$ cat config.mk
export PLATFORM = sky130hd
export DESIGN_NAME = fadd_norm_round
export DESIGN_NICKNAME = d
export VERILOG_FILES = /design/src/rtl/fpu_pkg.sv /design/src/rtl/fpu_lzc28.sv /design/src/rtl/fadd_norm_round.sv
export SDC_FILE = /design/constraint.sdc
export NUM_CORES = 1
export LEC_CHECK = 0
export ABC_CLOCK_PERIOD_IN_PS = 5400
export BUFFER_PORTS_ARGS = -buffer_cell sky130_fd_sc_hd__buf_2
export CORE_ASPECT_RATIO = 1.25
export CORE_MARGIN = 4
export CORE_UTILIZATION = 30
export DETAILED_ROUTE_END_ITERATION = 6
export PLACE_DENSITY_LB_ADDON = 0.25
export SETUP_SLACK_MARGIN = 0.2
export SYNTH_ARGS = -nofsm -noshare
export SYNTH_HDL_FRONTEND = slang
export SYNTH_SLANG_ARGS = --single-unit
$ cat constraint.sdc
create_clock -name clock -period 5.4 [get_ports clock]
set_input_delay 0.27 -clock clock [delete_from_list [all_inputs] [get_ports clock]]
set_output_delay 0.27 -clock clock [all_outputs]
set_load 0.05 [all_outputs]
$ cat src/rtl/fpu_pkg.sv
// Shared FPU definitions: field widths, rounding-mode codes and special encodings.
package fpu_pkg;

  localparam int unsigned EXP_W = 8;
  localparam int unsigned MAN_W = 23;

  localparam logic [1:0] RM_RNE = 2'b00;
  localparam logic [1:0] RM_RZ  = 2'b01;
  localparam logic [1:0] RM_RUP = 2'b10;
  localparam logic [1:0] RM_RDN = 2'b11;

  localparam logic [EXP_W-1:0] EXP_MAX = '1;

  localparam logic [31:0] QNAN = 32'h7FC0_0000;
  localparam logic [31:0] INF  = 32'h7F80_0000;
  localparam logic [31:0] MAXF = 32'h7F7F_FFFF;

endpackage

$ cat src/rtl/fpu_lzc28.sv
// Combinational leading-zero counter for the 28-bit raw fraction; an all-zero input yields 28.
module fpu_lzc28 (
  input  logic [27:0] a,
  output logic [4:0]  cnt
);

  // Later (higher) set bits overwrite earlier ones, leaving the count for the leading one.
  always_comb begin
    cnt = 5'd28;
    for (int unsigned i = 0; i < 28; i++) begin
      if (a[i]) cnt = 5'(27 - i);
    end
  end

endmodule

$ cat src/rtl/fadd_norm_round.sv
// FP adder final stage: N1 normalizes the raw sum, N2 rounds and packs an IEEE-754 single.
module fadd_norm_round #(
  parameter int unsigned EXP_W = fpu_pkg::EXP_W,
  parameter int unsigned MAN_W = fpu_pkg::MAN_W
) (
  input  logic               clock,
  input  logic               clr,
  input  logic               e,
  input  logic               in_valid,
  input  logic [1:0]         n_rm,
  input  logic               n_is_inf_nan,
  input  logic [MAN_W-1:0]   n_inf_nan_frac,
  input  logic               n_sign,
  input  logic [EXP_W-1:0]   n_exp,
  input  logic [MAN_W+4:0]   n_frac,
  output logic [EXP_W+MAN_W:0] s,
  output logic               s_valid,
  output logic               s_ovf,
  output logic               s_inexact
);
  import fpu_pkg::RM_RNE;
  import fpu_pkg::RM_RZ;
  import fpu_pkg::RM_RUP;
  import fpu_pkg::RM_RDN;

  localparam int unsigned FW = MAN_W + 5;
  localparam logic [EXP_W:0] EXP_LIMIT = {1'b0, {EXP_W{1'b1}}};

  // ---------------- N1: normalize ----------------
  logic [4:0]       lzc;
  logic [4:0]       lz27;
  logic [EXP_W-1:0] exp_m1;
  logic [EXP_W-1:0] shamt;
  logic [FW-2:0]    nf;
  logic [EXP_W:0]   exp_n;
  logic             zero_n;

  fpu_lzc28 u_lzc (
    .a   (n_frac),
    .cnt (lzc)
  );

  // With bit27 clear, leading zeros of frac[26:0] are one less than the 28-bit count.
  always_comb begin
    nf     = n_frac[FW-2:0];
    exp_n  = {1'b0, n_exp};
    zero_n = 1'b0;
    shamt  = '0;
    lz27   = lzc - 5'd1;
    exp_m1 = n_exp - {{(EXP_W-1){1'b0}}, 1'b1};
    if (n_frac[FW-1]) begin
      nf    = {n_frac[FW-1:2], n_frac[1] | n_frac[0]};
      exp_n = {1'b0, n_exp} + {{EXP_W{1'b0}}, 1'b1};
    end else if (n_frac == '0) begin
      zero_n = 1'b1;
      nf     = '0;
      exp_n  = '0;
    end else begin
      if (n_exp != '0) begin
        if ({{(EXP_W-5){1'b0}}, lz27} < exp_m1) shamt = {{(EXP_W-5){1'b0}}, lz27};
        else                                    shamt = exp_m1;
      end
      nf    = n_frac[FW-2:0] << shamt;
      exp_n = {1'b0, n_exp - shamt};
      if (!nf[FW-2]) exp_n = '0;
    end
  end

  logic             v1, inan1, sign1, zero1;
  logic [1:0]       rm1;
  logic [MAN_W-1:0] inanf1;
  logic [EXP_W:0]   exp1;
  logic [FW-2:0]    nf1;

  always_ff @(posedge clock or posedge clr) begin
    if (clr) begin
      v1     <= 1'b0;
      inan1  <= 1'b0;
      sign1  <= 1'b0;
      zero1  <= 1'b0;
      rm1    <= '0;
      inanf1 <= '0;
      exp1   <= '0;
      nf1    <= '0;
    end else if (e) begin
      v1     <= in_valid;
      inan1  <= n_is_inf_nan;
      sign1  <= n_sign;
      zero1  <= zero_n;
      rm1    <= n_rm;
      inanf1 <= n_inf_nan_frac;
      exp1   <= exp_n;
      nf1    <= nf;
    end
  end

  // ---------------- N2: round and pack ----------------
  logic                 g, rs, lsb, inc, ovf;
  logic [MAN_W:0]       m24;
  logic [MAN_W+1:0]     sum;
  logic [MAN_W-1:0]     man_r;
  logic [EXP_W:0]       exp_r;
  logic [EXP_W+MAN_W-1:0] inf_mag, max_mag;
  logic [EXP_W+MAN_W:0] s_d;
  logic                 ovf_d, inex_d;

  assign inf_mag = {{EXP_W{1'b1}}, {MAN_W{1'b0}}};
  assign max_mag = {{(EXP_W-1){1'b1}}, 1'b0, {MAN_W{1'b1}}};

  always_comb begin
    g   = nf1[2];
    rs  = nf1[1] | nf1[0];
    lsb = nf1[3];
    m24 = nf1[FW-2:3];
    case (rm1)
      RM_RNE:  inc = g & (rs | lsb);
      RM_RZ:   inc = 1'b0;
      RM_RUP:  inc = ~sign1 & (g | rs);
      default: inc = sign1 & (g | rs);
    endcase
    sum = {1'b0, m24} + {{(MAN_W+1){1'b0}}, inc};
    if (sum[MAN_W+1]) begin
      man_r = sum[MAN_W:1];
      exp_r = exp1 + {{EXP_W{1'b0}}, 1'b1};
    end else begin
      man_r = sum[MAN_W-1:0];
      // A denormal that rounds up into the hidden bit becomes the smallest normal.
      exp_r = (exp1 == '0 && sum[MAN_W]) ? {{EXP_W{1'b0}}, 1'b1} : exp1;
    end
    ovf = exp_r >= EXP_LIMIT;

    s_d    = {sign1, exp_r[EXP_W-1:0], man_r};
    ovf_d  = 1'b0;
    inex_d = g | rs;
    if (inan1) begin
      s_d    = {sign1, {EXP_W{1'b1}}, inanf1};
      inex_d = 1'b0;
    end else if (zero1) begin
      s_d    = {sign1, {(EXP_W+MAN_W){1'b0}}};
      inex_d = 1'b0;
    end else if (ovf) begin
      ovf_d  = 1'b1;
      inex_d = 1'b1;
      case (rm1)
        RM_RNE:  s_d = {sign1, inf_mag};
        RM_RZ:   s_d = {sign1, max_mag};
        RM_RUP:  s_d = {sign1, sign1 ? max_mag : inf_mag};
        RM_RDN:  s_d = {sign1, sign1 ? inf_mag : max_mag};
        default: s_d = {sign1, inf_mag};
      endcase
    end
  end

  always_ff @(posedge clock or posedge clr) begin
    if (clr) begin
      s         <= '0;
      s_valid   <= 1'b0;
      s_ovf     <= 1'b0;
      s_inexact <= 1'b0;
    end else if (e) begin
      s         <= s_d;
      s_valid   <= v1;
      s_ovf     <= ovf_d;
      s_inexact <= inex_d;
    end
  end

endmodule
[After elaboration in Yosys (flattened, before gate mapping)]
Cells that the tools add are included.
Storage, ports and cells
  output and inout port bits: 35
  logic and storage cells: 92
  flip-flop bits (word level): 100
  bits of input ports: 67
  latch bits: 0
  memories kept: 0
  memory bits (writable): 0
  memory bits (read-only): 0
Operators by class
  bitwise gates (word level): 8
  add/subtract/negate cells: 6
  reductions and logical operators: 5
  divide/modulo/power cells: 0
  $lt $le $gt $ge: 2
  $mul: 0
  mux-type cells: 55
  shift-type cells: 1
  eq/ne operators: 3
Operators by type and width (number)
  $pmux W32 S4: 1
  $mux W32: 3
  $mux W5: 16
  $mux W27: 2
  $mux W24: 2
  $mux W8: 6
  $mux W4: 8
  $logic_not A28 Y1: 1
  $mux W9: 3
  $shl A27 B8 Y27: 1
  $add A24 B1 Y25: 1
  $mux W23: 1
  $mux W3: 4
  $add A8 B1 Y9 const B: 1
  $add A9 B1 Y9 const B: 1
  $ge A9 B8 Y1 const B: 1
  $logic_not A9 Y1: 1
  $lt A5 B8 Y1: 1
  $mux W1: 8
  $reduce_bool A8 Y1: 1
  $sub A8 B1 Y8 const B: 1
  $sub A8 B8 Y8: 1
  $sub A5 B1 Y5 const B: 1
  $eq A2 B2 Y1 const B: 2
  other kinds (7): 12

[Longest topological paths before layout]
  depth after elaboration: 38
  mapped depth: 29
  mapped depth without buffers: 25

[Cells and area by module]
From an unflattened synthesis, not the netlist that was laid out.
Unflattened totals
  cells, all modules: 913
  area, all modules: 7983.9 um^2
Modules (own cells, without submodules)
  fadd_norm_round: area an instance 7647.3 um^2, seq. area each 2502.4 um^2, cells each 853, times used 1
  fpu_lzc28: area an instance 336.6 um^2, seq. area each 0.0 um^2, cells each 60, times used 1

[Worst setup path before layout]
OpenSTA, ideal clock, no wires.
  path type: input -> register
  start: input n_frac[4]
  end: register exp1[7]
  slack: -0.308 ns
  data required time: 5.280 ns
  path buffers: 3
  stages: 28
  library setup time: 0.120 ns
  arrival: 5.587 ns
  path through: clkbuf_1 -> inv_1 -> a221oi_1 -> o211ai_1 -> a211oi_1 -> inv_1 -> ha_1 -> and3_1 -> o22ai_1 -> ha_1 -> o2111ai_1 -> a21oi_1 -> o21a_4 -> nand2_2 -> a211oi_4 -> inv_4 -> buf_6 -> buf_1 -> ha_1 -> nor2b_1 -> o21ai_0 -> nand2b_1 -> a21o_1 -> a21o_1 -> a21o_1 -> a21oi_1 -> xor2_1 -> a41o_1
Between the ends
  cells in the longest elaborated chain, start to end: 34
  elaborated cells between the ends (all ways): 36
  those cells by class: add/sub (2); order compare (1); shift (1); mux (31); reduce/logical (1)
RTL lines
  start, declared: RTL line fadd_norm_round.sv:15  | input logic [MAN_W+4:0] n_frac,
  $mux W4 (8 in a row): RTL line fpu_lzc28.sv:11  | if (a[i]) cnt = 5'(27 - i);
  $mux W5 (16 in a row): RTL line fpu_lzc28.sv:11
  $sub A5 B1 Y5: RTL line fadd_norm_round.sv:49  | lz27 = lzc - 5'd1;
  $lt A5 B8 Y1: RTL line fadd_norm_round.sv:60  | if ({{(EXP_W-5){1'b0}}, lz27} < exp_m1) shamt = {{(EXP_W-5){1'b0}}, lz27};
  $mux W8: RTL line fadd_norm_round.sv:60
  $mux W8: RTL line fadd_norm_round.sv:59  | if (n_exp != '0) begin
  $mux W8: RTL line fadd_norm_round.sv:54  | end else if (n_frac == '0) begin
  $mux W8: RTL line fadd_norm_round.sv:51  | if (n_frac[FW-1]) begin
  $sub A8 B8 Y8 / $shl A27 B8 Y27 (equally long branches): RTL line fadd_norm_round.sv:64, fadd_norm_round.sv:63
  $mux W8: RTL line fadd_norm_round.sv:65  | if (!nf[FW-2]) exp_n = '0;
  $mux W8 (*): RTL line fadd_norm_round.sv:54
  $mux W9 (*): RTL line fadd_norm_round.sv:51
  end signal, assigned: RTL line fadd_norm_round.sv:92  | exp1 <= exp_n;
  end, declared: RTL line fadd_norm_round.sv:72  | logic [EXP_W:0] exp1;
Mark *: on every way between the ends. The rest lies on a longest branch, timed or not. The select of a mux whose other input is x is not followed.
A chain may end at the register's enable or synchronous reset.

[Final worst setup path]
  start: input n_frac[16]
  end: register nf1[24]
Between the ends
  cells in the longest elaborated chain, start to end: 21
  elaborated cells between the ends (all ways): 22
  those cells by class: add/sub (1); order compare (1); shift (1); mux (18); reduce/logical (1)
RTL lines
  $mux W5 (12 in a row): RTL line fpu_lzc28.sv:11
  $sub A5 B1 Y5: RTL line fadd_norm_round.sv:49
  $lt A5 B8 Y1: RTL line fadd_norm_round.sv:60
  $mux W8: RTL line fadd_norm_round.sv:60
  $mux W8: RTL line fadd_norm_round.sv:59
  $mux W8: RTL line fadd_norm_round.sv:54
  $mux W8: RTL line fadd_norm_round.sv:51
  $shl A27 B8 Y27: RTL line fadd_norm_round.sv:63  | nf = n_frac[FW-2:0] << shamt;
  $mux W27 (*): RTL line fadd_norm_round.sv:54
  $mux W27 (*): RTL line fadd_norm_round.sv:51
  end signal, assigned: RTL line fadd_norm_round.sv:93  | nf1 <= nf;
  end, declared: RTL line fadd_norm_round.sv:73  | logic [FW-2:0] nf1;
Marks and branches as above.

==> run_results.csv <==
group,metric,value,unit
grt,antenna_found_initial,0,
grt,grt_pass1_vias,7271,
detailed_routing,drt-total-wl,25000,um
detailed_routing,antenna_left,0,
power,irDropWorstVdd,0.135,mV
sta,relSlewSlack,0.284,
sta,fin_crit_sh,0.883,
sta,fin_crit,4.77,ns
flow_run,drv_cap,0,
placement,hpwl,19400,um
worst_hold_path,hp-class,"in -> async",
final_layout,area_growth,16.9,%
placement,gp_congestion,0.966,
final_layout,diodes,0,
detailed_routing,via_per_inst,5.42,
sta,final_max_slew_viol_count,0,
sta,finalSetupViolations,0,
cts,cts_htree_levels,3,
cts,cts_buffers,9,
sta,hold_slack,-0.00834,ns
power,power.leakage,4.03,nW
setup_path,reg2reg_setup_slack,0.78,ns
floorplanning,coreArea,26100,sq um
detailed_routing,drc,0,
logic_synthesis,synth_top_area_share,0.315,
final_layout,multi_input_area,5060,sq um
detailed_routing,dr_total_vias,7507,
floorplanning,die_y,190,um
sta,skew,0.0144,ns
logic_synthesis,ys_top_cells_by_area,"dfrtp_1 (31%), a21oi_1 (7.2%), mux2i_1 (6.2%)",
detailed_routing,wire_per_inst,18.1,um
sta,hold_violations,6,
setup_path,crit_required,5.66,ns
sta,finalWorstSetupSlack,0.633,ns
logic_synthesis,synth-main-ff-cell,"dfrtp_1",
sta,worst_pin_slew,1.07,ns
setup_path,worstSetupPathType,"in -> reg",
setup_path,cp_data_arrival_time,5.02,ns
final_layout,regArea,2500,sq um
setup_path,end_kind,"flip-flop",
status,status,"finished, violations left",
cts,cts_tree,"built",
grt,grt_usage,0.167,
placement,place_ws,0.142,ns
placement,portBuffers,101,
cts,cts_root_buf,"clkbuf_16",
grt,grt_overflow,0,
cts,clkTransAtPathRegs,0.07,ns
status,violations,"hold timing",
cts,clk_latency,0.35,ns
floorplanning,ios,102,
logic_synthesis,ys_ff_latch,100,
cts,cts_setup_buffers,0,
logic_synthesis,syn_area,7950,sq um
floorplanning,rows,66,
floorplanning,die_w,154,um
logic_synthesis,syn_inst,957,
logic_synthesis,synth_edf_count,0,
logic_synthesis,synth_most_common_cell,"a21oi_1",
grt,grt_max_degree,109,
floorplanning,fp.dieArea,29200,sq um
logic_synthesis,synth_commonest_cells,"a21oi_1 (115), dfrtp_1 (100), nand2_1 (95)",
cts,cts.sinks,100,
logic_synthesis,ys_warn_count,0,
sta,fmax,210,MHz
final_layout,nets,1127,
logic_synthesis,seq_area_frac_synth,0.315,
floorplanning,initial_core_util,0.305,
logic_synthesis,yosys.area.top_type,"dfrtp_1",
logic_synthesis,synth.avg_cell_area,8.30,sq um
sta,rsz0062_at_grt,"no",
setup_path,critPathMaxFanout,14,
sta,tns,0,ns
detailed_routing,first_iter_violations,525,
power,power_density,297,nW/um^2
grt,grt_pass1_wl,39900,um
final_layout,drive_gt1_frac,0.214,
logic_synthesis,synthArstFlopShare,1.00,
final_layout,fillers,2775,
cts,clock_path_buffers,2,
logic_synthesis,ys_types,76,
detailed_routing,dr.pass1.iters,5,
setup_path,crit_path_start_kind,"input pin",
## what timing repair did
| item | CTS | global route |
|---|---|---|
| endpoints found under the setup margin | 0 | 17 |
| hold buffers | 0 | 0 |
| resized for setup | 0 | 3 |
## worst max-delay path: stages
cell and delay, ns:
buf_2 0.15, or4_1 0.58, nor4b_2 0.32, a21oi_1 0.14, and4_1 0.21, nor3_1 0.33
ha_1 0.33, a21o_1 0.18, a21o_1 0.24, o21ai_4 0.29, nor2_2 0.11, o21ai_2 0.17
buf_4 0.26, mux4_2 0.54, mux2_2 0.31, a221oi_1 0.32, a31oi_1 0.09, o31ai_2 0.18
## layout make-up
cell class                      count  share of cell area
Sequential cell                   100               0.269
Tap cell                          340              0.0458
Multi-Input combinational cell    748               0.545
Timing Repair Buffer              137              0.0838
Inverter                           44              0.0183
Clock inverter                      7              0.0132
Clock buffer                        9              0.0242
## routing by layer
metal,GRT usage,vias up,share of wire
met5,0,-,0
met4,0.0520,0,0.027
met3,0.0162,42,0.049
met2,0.275,258,0.46
met1,0.233,3545,0.46
li1,-,3662,-
## cell families (layout without fill, tap and decap cells)
logic type / after synthesis / after routing / share of synthesized area
adders and majority gates: 20 / 20 / 0.0324
AOI/OAI and AO/OA: 280 / 280 / 0.234
other: 1 / 2 / 0.000472
and+or+nand+nor: 310 / 310 / 0.184
xor gates and xnor gates: 43 / 43 / 0.0474
muxes: 93 / 93 / 0.131
DFF: 100 / 100 / 0.315
buffers and inverters: 110 / 197 / 0.0562
## where the power goes
group | internal [W] | total, W | switching [W]
sequential | 0.000854 | 0.000944 | 0.0000903
clock | 0.000455 | 0.000749 | 0.000293
combinational | 0.000392 | 0.00107 | 0.000677
## per-stage QoR
stage / power, W / utilization / instances / cell area [sq um] / hold slack (ns)
after floorplan: 0.00172 / - / 958 / 8010 / 0.422
after global placement: 0.00201 / 0.342 / 1369 / 8920 / 0.397
after detailed placement: 0.00202 / 0.342 / 1369 / 8920 / 0.394
after CTS: 0.00278 / 0.355 / 1385 / 9270 / 0.0151
after global routing: 0.00292 / 0.356 / 1385 / 9290 / 0.0524
final: 0.00276 / 0.356 / 1385 / 9290 / -0.00834
## final timing paths
check	start	end	cells past startpoint
min	clr	s[30]	2
max in group asynchronous	clr	s[2]	3
max reg2reg	sign1	s[4]	15
min in group clock	in_valid	v1	2
max	n_frac[16]	nf1[24]	18
min reg2reg	s[31]	s[31]	1
## placed cells by master (no fill, tap or decap), types with 13 or more instances in the layout
master,n
nand3_1,29
a31oi_1,16
a21oi_1,114
mux2_2,39
buf_4,37
xor2_1,18
nand2_1,95
buf_2,100
mux2i_1,49
ha_1,18
a21o_1,13
o21ai_0,31
nor2_1,88
nor3_1,15
dfrtp_1,100
xnor2_1,25
inv_1,42
nor4_1,15
## registers in the layout (all words and copies together) (netlist names)
| register | flops |
|---|---|
| s_ovf | 1 |
| zero1 | 1 |
| nf1 | 27 |
| v1 | 1 |
| s_valid | 1 |
| s_inexact | 1 |
| inanf1 | 23 |
| s | 32 |
| inan1 | 1 |
| rm1 | 2 |
| exp1 | 9 |
| sign1 | 1 |
(Power assumes the default switching activity.)
